File: src/rtl/noc_output_arbiter_if.sv
`default_nettype none
// +----------------------------------------------------------------------------+
// | Module      : noc_output_arbiter_if                                        |
// | Description : Request/grant bundle between the five input blocks and one   |
// |               output-port switch allocator.                                |
// |   master : input-block side (drives request, sop, eop, fire)               |
// |   slave  : allocator side   (drives grant, owner_idx, busy, timeout)       |
// |   request         [NUM_PORTS]  input i wants this output port              |
// |   start_of_packet [NUM_PORTS]  head flit of input i is presented           |
// |   end_of_packet   [NUM_PORTS]  tail flit of input i is presented           |
// |   fire                         one flit moves on this output this cycle    |
// |   grant           [NUM_PORTS]  one-hot owner of the output, or zero        |
// |   owner_idx       [IDX_W]      index of the current/last owner             |
// |   busy                         output is locked to an input                |
// |   timeout                      one-cycle pulse on forced release           |
// | Revision    : 1.0 - initial release                                        |
// +----------------------------------------------------------------------------+
interface noc_output_arbiter_if #(
  parameter int NUM_PORTS = 5
);
  localparam int IDX_W = (NUM_PORTS > 1) ? $clog2(NUM_PORTS) : 1;

  logic [NUM_PORTS-1:0] request;
  logic [NUM_PORTS-1:0] start_of_packet;
  logic [NUM_PORTS-1:0] end_of_packet;
  logic                 fire;
  logic [NUM_PORTS-1:0] grant;
  logic [IDX_W-1:0]     owner_idx;
  logic                 busy;
  logic                 timeout;

  modport master (
    output request, start_of_packet, end_of_packet, fire,
    input  grant, owner_idx, busy, timeout
  );

  modport slave (
    input  request, start_of_packet, end_of_packet, fire,
    output grant, owner_idx, busy, timeout
  );
endinterface
`default_nettype wire

File: src/rtl/noc_output_arbiter.sv
`default_nettype none
// +----------------------------------------------------------------------------+
// | Module      : noc_output_arbiter                                           |
// | Description : Per-output-port wormhole switch allocator. Locks the output  |
// |               to one input from head flit to tail flit and rotates         |
// |               ownership round-robin between packets, with zero-bubble      |
// |               handover on the tail edge.                                   |
// | Ports       : noc_clk    router clock                                      |
// |               noc_rst_n  asynchronous active-low reset                     |
// |               bus        noc_output_arbiter_if.slave (request/sop/eop/     |
// |                          fire in; grant/owner_idx/busy/timeout out)        |
// | Options     : NOC_ARB_TIMEOUT_EN - when defined, a lock that sees          |
// |               TIMEOUT_CYCLES consecutive cycles without fire is released   |
// |               as if its tail had been sent, and timeout pulses. When not   |
// |               defined, no stall counter exists and timeout is 0.           |
// | Revision    : 1.0 - initial release                                        |
// +----------------------------------------------------------------------------+
module noc_output_arbiter #(
  parameter int NUM_PORTS      = 5,
  parameter int TIMEOUT_CYCLES = 1024
) (
  input  logic                    noc_clk,
  input  logic                    noc_rst_n,
  noc_output_arbiter_if.slave     bus
);

  localparam int IDX_W = (NUM_PORTS > 1) ? $clog2(NUM_PORTS) : 1;

  typedef enum logic [0:0] {
    ST_IDLE   = 1'b0,
    ST_LOCKED = 1'b1
  } state_t;

  state_t               state_q,  state_d;
  logic [NUM_PORTS-1:0] grant_q,  grant_d;
  logic [IDX_W-1:0]     owner_q,  owner_d;
  logic [IDX_W-1:0]     rr_ptr_q, rr_ptr_d;
  logic                 busy_q;

  logic [NUM_PORTS-1:0] w_cand;
  logic [IDX_W-1:0]     w_owner_next;
  logic [IDX_W-1:0]     w_base;
  logic [IDX_W:0]       w_pos;
  logic                 w_win_found;
  logic [IDX_W-1:0]     w_win_idx;
  logic [NUM_PORTS-1:0] w_win_onehot;
  logic                 w_tail;
  logic                 w_expired;
  logic                 w_release;
  logic                 w_grant_evt;

  // Only a head flit may win; a bare request is mid-packet traffic.
  assign w_cand = bus.request & bus.start_of_packet;

  assign w_owner_next = (owner_q == IDX_W'(NUM_PORTS - 1)) ? '0 : owner_q + 1'b1;

  // While locked the search is only used on release, and then it must start
  // just past the departing owner, which places that owner last in the order.
  assign w_base = (state_q == ST_LOCKED) ? w_owner_next : rr_ptr_q;

  assign w_tail    = bus.fire & bus.end_of_packet[owner_q];
  assign w_release = (state_q == ST_LOCKED) && (w_tail || w_expired);

  // Rotating priority search. Walking from the far end downwards lets the
  // candidate closest to w_base overwrite all others.
  always_comb begin
    w_win_found = 1'b0;
    w_win_idx   = '0;
    w_pos       = '0;
    for (int k = NUM_PORTS - 1; k >= 0; k--) begin
      w_pos = {1'b0, w_base} + (IDX_W + 1)'(k);
      if (w_pos >= (IDX_W + 1)'(NUM_PORTS)) begin
        w_pos = w_pos - (IDX_W + 1)'(NUM_PORTS);
      end
      if (w_cand[w_pos[IDX_W-1:0]]) begin
        w_win_found = 1'b1;
        w_win_idx   = w_pos[IDX_W-1:0];
      end
    end
  end

  assign w_win_onehot = NUM_PORTS'(1) << w_win_idx;
  assign w_grant_evt  = w_win_found && ((state_q == ST_IDLE) || w_release);

  always_comb begin
    state_d  = state_q;
    grant_d  = grant_q;
    owner_d  = owner_q;
    rr_ptr_d = rr_ptr_q;
    case (state_q)
      ST_IDLE: begin
        // fire in IDLE is a protocol error and deliberately has no effect.
        if (w_win_found) begin
          state_d = ST_LOCKED;
          grant_d = w_win_onehot;
          owner_d = w_win_idx;
        end
      end
      ST_LOCKED: begin
        // Non-owner lines and the owner's request level are ignored here;
        // only a tail fire (or a stall expiry) ends the packet.
        if (w_release) begin
          rr_ptr_d = w_owner_next;
          if (w_win_found) begin
            grant_d = w_win_onehot;
            owner_d = w_win_idx;
          end else begin
            state_d = ST_IDLE;
            grant_d = '0;
          end
        end
      end
      default: begin
        state_d = ST_IDLE;
        grant_d = '0;
      end
    endcase
  end

  always_ff @(posedge noc_clk or negedge noc_rst_n) begin
    if (!noc_rst_n) begin
      state_q  <= ST_IDLE;
      grant_q  <= '0;
      owner_q  <= '0;
      rr_ptr_q <= '0;
      busy_q   <= 1'b0;
    end else begin
      state_q  <= state_d;
      grant_q  <= grant_d;
      owner_q  <= owner_d;
      rr_ptr_q <= rr_ptr_d;
      busy_q   <= |grant_d;
    end
  end

  assign bus.grant     = grant_q;
  assign bus.owner_idx = owner_q;
  assign bus.busy      = busy_q;

`ifdef NOC_ARB_TIMEOUT_EN
  logic [15:0] stall_cnt_q;
  logic        timeout_q;

  // Counts consecutive locked cycles without fire. It is held at zero
  // outside a lock so a fresh grant always starts a full stall window.
  always_ff @(posedge noc_clk or negedge noc_rst_n) begin
    if (!noc_rst_n) begin
      stall_cnt_q <= '0;
      timeout_q   <= 1'b0;
    end else begin
      timeout_q <= w_expired;
      if ((state_d != ST_LOCKED) || w_grant_evt || bus.fire) begin
        stall_cnt_q <= '0;
      end else begin
        stall_cnt_q <= stall_cnt_q + 16'd1;
      end
    end
  end

  assign w_expired   = (state_q == ST_LOCKED) && !bus.fire &&
                       (stall_cnt_q == 16'(TIMEOUT_CYCLES - 1));
  assign bus.timeout = timeout_q;
`else
  // The stall limit has no meaning without the stall release logic.
  logic w_unused_timeout_cfg;
  assign w_unused_timeout_cfg = ^16'(TIMEOUT_CYCLES);
  assign w_expired            = 1'b0;
  assign bus.timeout          = 1'b0;
`endif

endmodule
`default_nettype wire
File: src/flat_wrapper.sv
// flat-port wrapper written by rule: the top's interface ports become plain ports
module noc_output_arbiter_flat 
#(
  parameter int NUM_PORTS      = 5,
  parameter int TIMEOUT_CYCLES = 1024
)
  (noc_clk, noc_rst_n, bus_request, bus_start_of_packet, bus_end_of_packet, bus_fire, bus_grant, bus_owner_idx, bus_busy, bus_timeout);
  noc_output_arbiter_if #(.NUM_PORTS(NUM_PORTS)) bus_i ();
  input  logic noc_clk;
  input  logic noc_rst_n;
  input wire logic [$bits(bus_i.request)-1:0] bus_request;
  input wire logic [$bits(bus_i.start_of_packet)-1:0] bus_start_of_packet;
  input wire logic [$bits(bus_i.end_of_packet)-1:0] bus_end_of_packet;
  input wire logic [$bits(bus_i.fire)-1:0] bus_fire;
  output wire logic [$bits(bus_i.grant)-1:0] bus_grant;
  output wire logic [$bits(bus_i.owner_idx)-1:0] bus_owner_idx;
  output wire logic [$bits(bus_i.busy)-1:0] bus_busy;
  output wire logic [$bits(bus_i.timeout)-1:0] bus_timeout;
  assign bus_i.request = bus_request;
  assign bus_i.start_of_packet = bus_start_of_packet;
  assign bus_i.end_of_packet = bus_end_of_packet;
  assign bus_i.fire = bus_fire;
  assign bus_grant = bus_i.grant;
  assign bus_owner_idx = bus_i.owner_idx;
  assign bus_busy = bus_i.busy;
  assign bus_timeout = bus_i.timeout;
  noc_output_arbiter #(.NUM_PORTS(NUM_PORTS), .TIMEOUT_CYCLES(TIMEOUT_CYCLES)) u_core (.noc_clk(noc_clk), .noc_rst_n(noc_rst_n), .bus(bus_i));
endmodule
File: config.mk
export PLATFORM = sky130hd
export DESIGN_NAME = noc_output_arbiter_flat
export DESIGN_NICKNAME = d
export VERILOG_FILES = /design/src/rtl/noc_output_arbiter_if.sv /design/src/rtl/noc_output_arbiter.sv /design/src/flat_wrapper.sv
export SDC_FILE = /design/constraint.sdc
export NUM_CORES = 1
export LEC_CHECK = 0
export CAP_MARGIN = 25
export CORE_MARGIN = 10
export CORE_UTILIZATION = 40
export CTS_CLUSTER_SIZE = 16
export DETAILED_ROUTE_END_ITERATION = 12
export GPL_TIMING_DRIVEN = 0
export MAX_ROUTING_LAYER = met4
export PLACE_DENSITY = 0.68
export SLEW_MARGIN = 25
export SYNTH_ARGS = -nofsm -noshare
export SYNTH_HDL_FRONTEND = slang
export SYNTH_SLANG_ARGS = --single-unit
File: constraint.sdc
create_clock -name noc_clk -period 5.9 [get_ports noc_clk]
set_clock_uncertainty 0.2 [all_clocks]
set_input_delay 1.77 -clock noc_clk [delete_from_list [all_inputs] [get_ports noc_clk]]
set_output_delay 1.77 -clock noc_clk [all_outputs]
set_load 0.02 [all_outputs]
==> impl_metrics.env, run 1 <==
export IMPL_grt_pass1_vias=2076
export IMPL_synthAdderAreaFrac=0.07245
export IMPL_reg2reg_slack_ns=0.70
export IMPL_cts_sinks=13
export IMPL_postLayoutCellArea_um2=2392
export IMPL_layout_drive_gt1_share=0.1241
export IMPL_antenna_found_initial=0
export IMPL_cts_root_buf="clkbuf_8"
export IMPL_clkTransAtPathRegs_ns=0.05
export IMPL_setup_viol=0
export IMPL_cts_tree="built"
export IMPL_seq_area_frac_synth=0.1624
export IMPL_final_util=0.4999
export IMPL_core_um2=4786
export IMPL_grt_busiest_layer="met2"
export IMPL_clk_latency_ns=0.24
export IMPL_detail_route_first_pass_iterations=6
export IMPL_synth_compound_area_frac=0.3360
export IMPL_die_area_um2=8238
export IMPL_grt_pass1_wl_mm=9.949
export IMPL_layout_nets=312
export IMPL_synth_xor_area_frac=0.01312
export IMPL_diodes=0
export IMPL_grt_max_degree=14
export IMPL_worst_path_max_delay_cell="nor4_1"
export IMPL_hold_buffers=0
export IMPL_post_place_ws_ns=0.7751
export IMPL_use_met1=0.1877
export IMPL_fin_crit_ns=5.200
export IMPL_fmax_ghz=0.1923
export IMPL_cp_start_kind="flop"
export IMPL_drc=0
export IMPL_fp_dieW_um=90.77
export IMPL_gp_congestion=0.9533
export IMPL_use_met3=0.01663
export IMPL_max_slew_margin_rel=0.5527
export IMPL_die_height_um=90.77
export IMPL_synthArstFlopShare=1.000
export IMPL_synth_distinct_cells=67
export IMPL_hp_class="flop to flop"
export IMPL_synth_edff_count=0
export IMPL_syn_to_final_growth_pct=19.43
export IMPL_synth_main_ff_cell="dfrtp_1"
export IMPL_cts_max_level=1
export IMPL_synthMuxAreaShare=0.1337
export IMPL_met2_usage=0.2272
export IMPL_start_util=0.4186
export IMPL_setup_slack_ns=0.7002
export IMPL_num_io_pins=28
export IMPL_worst_path_buf_inv=4
export IMPL_ys_warnings_count=0
export IMPL_critPathCaptureType="flop"
export IMPL_wl_per_cell_um=17.07
export IMPL_cts_inserted_buffers=3
export IMPL_syn_nets=281
export IMPL_postRouteAntennaNets=0
export IMPL_cts_resized=0
export IMPL_critPathKind="flop to flop"
export IMPL_via_per_inst=5.948
export IMPL_status="completed"
export IMPL_syn_area_um2=2003
export IMPL_cpMostUsedCell="ha_1"
export IMPL_crit_family="simple AND/OR/NAND/NOR gates"
export IMPL_syn_inst=252
export IMPL_post_synth_cell_area_avg_um2=7.949
export IMPL_fp_row_count=25
export IMPL_rsz0062_at_grt="no"
export IMPL_post_dp_hpwl_mm=4.689
export IMPL_period_share=0.8813
export IMPL_grt_usage=0.1455
export IMPL_crit_chain="inv_1, ha_1, a21oi_2, a21oi_1, buf_2, buf_2, ha_1, ha_1, clkbuf_1, or2_2, a311oi_1, or2_1, nor4_1, a21oi_1, nor3b_1, nor2_1, o31a_1, a32o_1"
export IMPL_hold_viol=0
export IMPL_synth_top_family_by_area="compound AO/OA/AOI/OAI gates"
export IMPL_synth_simple_gate_area_frac=0.2324
export IMPL_clock_path_buffers=2
export IMPL_slowest_delay_ns=0.57
export IMPL_arrival_ns=5.13
export IMPL_cp_data_required_time_ns=5.83
export IMPL_dr_total_vias=2076
export IMPL_tightest_slew_ns=0.6648
export IMPL_slew_violations=0
export IMPL_path_max_fanout=11
export IMPL_first_iter_violations=209
export IMPL_maxCapViolations=0
export IMPL_cts_setup_buffers=0
export IMPL_port_buffer_count=26
export IMPL_setup_tns_ns=0
export IMPL_placed_area_um2=2347
export IMPL_ys_ff_latch=13
export IMPL_grt_overflow=0
export IMPL_drt_wl_total_mm=5.958
placed cells by master, fill, tap and decap left out, drive strengths merged, types with 3 or more instances in the layout:
cell           count
a21o               7
a21boi             4
nor3b              5
ha                10
o21ai             24
clkbuf            11
nand2             24
a211oi             9
or3                3
dfrtp             13
mux2               8
nand2b             3
a311oi             3
a21oi             19
nor3               7
nor2              17
nor2b              3
mux2i             10
and3               3
clkdlybuf4s50     26
and2               3
or2                3
nand3             10
inv                7
buf                5
stage by stage:
step	hold slack, ns	std cells
floorplan	0.2503	252
CTS	0.2806	349
global placement	0.2601	345
global route	0.2954	349
detailed placement	0.2682	345
finish	0.2769	349
synthesized netlist by cell type (7+ instances only):
master,count,share of area
ha_1,10,0.062
mux2i_1,8,0.040
clkbuf_1,7,0.013
nor3_1,7,0.017
dfrtp_1,13,0.16
a211oi_1,9,0.034
nand2_1,24,0.045
a21o_1,7,0.026
nor2_1,17,0.032
nand3_1,10,0.025
o21ai_0,18,0.045
a21oi_1,16,0.040
metal layers:
metal  vias up  part of all wire
li1       1017                 -
met1       930              0.48
met2       110              0.42
met3        19             0.063
met4         0             0.030
met5         -                 0
flip-flops by register name (all words and copies together), names as in the netlist:
name,flops
u_core.bus.grant,5
u_core.bus.owner_idx,3
u_core.rr_ptr_q,3
u_core.bus.busy,1
u_core.state_q,1
layout make-up:
| cell class | count | area [um^2] |
|---|---|---|
| Fill cell | 465 | 2394 |
| Multi-Input combinational cell | 219 | 1582 |
| Sequential cell | 13 | 325.3 |
| Timing Repair Buffer | 26 | 260.3 |
| Tap cell | 67 | 83.83 |
| Buffer | 12 | 53.80 |
| Clock buffer | 4 | 45.04 |
| Inverter | 8 | 42.54 |
kinds of logic (layout without fill, tap and decap cells):
kind of cell	count (synthesis)	after routing
compound gates	94	94
xor+xnor	3	3
fa+ha+maj	11	11
buf+inv	20	50
flops	13	13
mux	20	20
other cells	1	1
simple gates	90	90
worst register-to-register path, delay by kind of cell (launching register included):
family / cells / cell delay [ns]
AND/OR/NAND/NOR: 5 / 1.49
buffers and inverters: 4 / 0.86
AO/OA/AOI/OAI: 6 / 1.25
flip-flops: 1 / 0.48
adder cells (fa/ha/maj): 3 / 0.79
final timing paths:
path                                          from                      end  cells after the start
max in group asynchronous                noc_rst_n  u_core.bus.owner_idx[2]                      1
max                        u_core.bus.owner_idx[0]      u_core.bus.grant[0]                     18
max reg2reg                u_core.bus.owner_idx[0]      u_core.bus.grant[0]                     18
min reg2reg                     u_core.rr_ptr_q[2]       u_core.rr_ptr_q[2]                      1
min                             u_core.rr_ptr_q[2]       u_core.rr_ptr_q[2]                      1
min in group asynchronous                noc_rst_n      u_core.bus.grant[4]                      1
Power of run 1 is left out: the tool's default activity adds up to more than one toggle a clock period on the data nets, which glitch-free logic cannot reach.
==> run 2: changes to the inputs <==
Settings changed: ABC_CLOCK_PERIOD_IN_PS set to 5900.
==> results of run 2 <==
The final DEF is identical to that of run 1; final timing and power are the same.
Power of run 2 is left out for the same reason.
==> run 3: changes to the inputs <==
Settings changed: CORE_ASPECT_RATIO set to 1.25.
==> run 3 against run 2 <==
Flip-flop and latch count unchanged; core utilization down 0.33 points; wire length is 0.15% lower; critical path depth is 1 lower; via count up 0.58%; register-to-register slack worse by 0.05 ns; global-route usage grew 0.11 points; final cell count fell by 2.0%; first-iteration DRC count rose by 16%; clock-buffer cell count did not move; highest routed layer unchanged.
==> impl_metrics.env, run 3 (synthesis results as in run 1) <==
export IMPL_worst_path_buf_inv=4
export IMPL_via_per_inst=6.105
export IMPL_crit_chain="inv_1, ha_1, a21oi_2, a21oi_1, buf_2, buf_2, ha_1, ha_1, clkbuf_1, a211oi_1, mux2i_1, nor4_1, a21oi_1, nor3b_1, nor2_1, o31a_1, a32o_1"
export IMPL_crit_family="compound AO/OA/AOI/OAI gates"
export IMPL_arrival_ns=5.18
export IMPL_dp_cells=338
export IMPL_cts_inserted_buffers=3
export IMPL_maxCapViolations=0
export IMPL_dr_total_vias=2088
export IMPL_stdcell_count=342
export IMPL_largest_reg_flops=5
export IMPL_post_dp_hpwl_mm=4.694
export IMPL_die_height_um=99.12
export IMPL_num_io_pins=28
export IMPL_gp_congestion=0.9461
export IMPL_layout_nets=312
export IMPL_cp_data_required_time_ns=5.83
export IMPL_final_util=0.4966
export IMPL_postRouteAntennaNets=0
export IMPL_grt_pass1_vias=2069
export IMPL_fp_row_count=28
export IMPL_die_area_um2=8256
export IMPL_postLayoutCellArea_um2=2384
export IMPL_worst_path_max_delay_cell="nor4_1"
export IMPL_max_slew_margin_rel=0.5142
export IMPL_cp_start_kind="flop"
export IMPL_cts_sinks=13
export IMPL_start_util=0.4174
export IMPL_diodes=0
export IMPL_antenna_found_initial=0
export IMPL_hold_buffers=0
export IMPL_setup_tns_ns=0
export IMPL_grt_usage=0.1466
export IMPL_path_max_fanout=11
export IMPL_cts_tree="built"
export IMPL_period_share=0.8900
export IMPL_core_um2=4800
export IMPL_seq_area_um2=325.3
export IMPL_fin_crit_ns=5.251
export IMPL_slowest_delay_ns=0.59
export IMPL_slew_violations=0
export IMPL_cts_max_level=1
export IMPL_cts_root_buf="clkbuf_8"
export IMPL_fp_dieW_um=83.30
export IMPL_most_common_layout_cells="26 x clkdlybuf4s50_1, 24 x nand2_1, 18 x o21ai_0, 17 x nor2_1, 16 x a21oi_1"
export IMPL_port_buffer_count=26
export IMPL_grt_pass1_wl_mm=10.18
export IMPL_clock_path_buffers=2
export IMPL_wl_per_cell_um=17.39
export IMPL_hp_class="flop to flop"
export IMPL_drt_wl_total_mm=5.949
export IMPL_status="completed"
export IMPL_fmax_ghz=0.1904
export IMPL_setup_viol=0
export IMPL_multi_input_area_um2=1582
export IMPL_critPathCaptureType="flop"
export IMPL_clk_latency_ns=0.24
export IMPL_cts_resized=0
export IMPL_critPathKind="flop to flop"
export IMPL_drc=0
export IMPL_tightest_slew_ns=0.7221
export IMPL_grt_max_degree=14
export IMPL_layout_drive_gt1_share=0.1241
export IMPL_final_common_cell="clkdlybuf4s50_1"
export IMPL_cts_setup_buffers=0
export IMPL_n_fill_cell=473
export IMPL_rsz0062_at_grt="no"
export IMPL_cpMostUsedCell="ha_1"
export IMPL_syn_to_final_growth_pct=18.99
export IMPL_grt_overflow=0
export IMPL_placed_area_um2=2338
export IMPL_clkTransAtPathRegs_ns=0.06
export IMPL_detail_route_first_pass_iterations=4
export IMPL_first_iter_violations=243
export IMPL_hold_viol=0
run 3: per-layer routing:
layer	share of wire	vias to the layer above	track usage
met5	0	-	-
met4	0.045	0	0.08399
met3	0.049	21	0.01061
met2	0.44	97	0.2268
met1	0.46	951	0.1840
li1	-	1019	-
run 3: area by class of cell:
cell class | instances | area share
clock buffers | 4 | 0.01890
repair buffers | 26 | 0.1092
multi-input cells | 219 | 0.6635
plain buffers | 12 | 0.02257
flip-flops and latches | 13 | 0.1365
well taps | 60 | 0.03150
inverters | 8 | 0.01785
run 3: worst register-to-register path: cells and delay by family (launching register included):
kind            cells  cell delay [ns]
buf+inv             4             0.74
compound gates      6             1.75
flops               1             0.47
simple gates        3             1.01
fa+ha+maj           3             0.78
mux                 1             0.19
run 3: path summary, 6_finish.rpt:
check / startpoint / to / slack, ns / depth (start not counted)
max in group asynchronous: noc_rst_n / u_core.rr_ptr_q[2] / 3.41 / 1
min in group asynchronous: noc_rst_n / u_core.bus.grant[0] / 1.70 / 1
worst max-delay path: u_core.bus.owner_idx[0] / u_core.bus.grant[0] / 0.65 / 17
worst min-delay path: u_core.rr_ptr_q[2] / u_core.rr_ptr_q[2] / 0.28 / 1
worst max register to register: u_core.bus.owner_idx[0] / u_core.bus.grant[0] / 0.65 / 17
worst min register to register: u_core.rr_ptr_q[2] / u_core.rr_ptr_q[2] / 0.28 / 1
run 3: stage by stage:
stage	setup WS [ns]	hold WS, ns
after floorplan	1.406	0.2503
after global placement	0.7458	0.2595
after detailed placement	0.7076	0.2667
after CTS	0.7032	0.2792
after global routing	0.06967	0.3155
final	0.6489	0.2770
Power of run 3 is left out for the same reason.
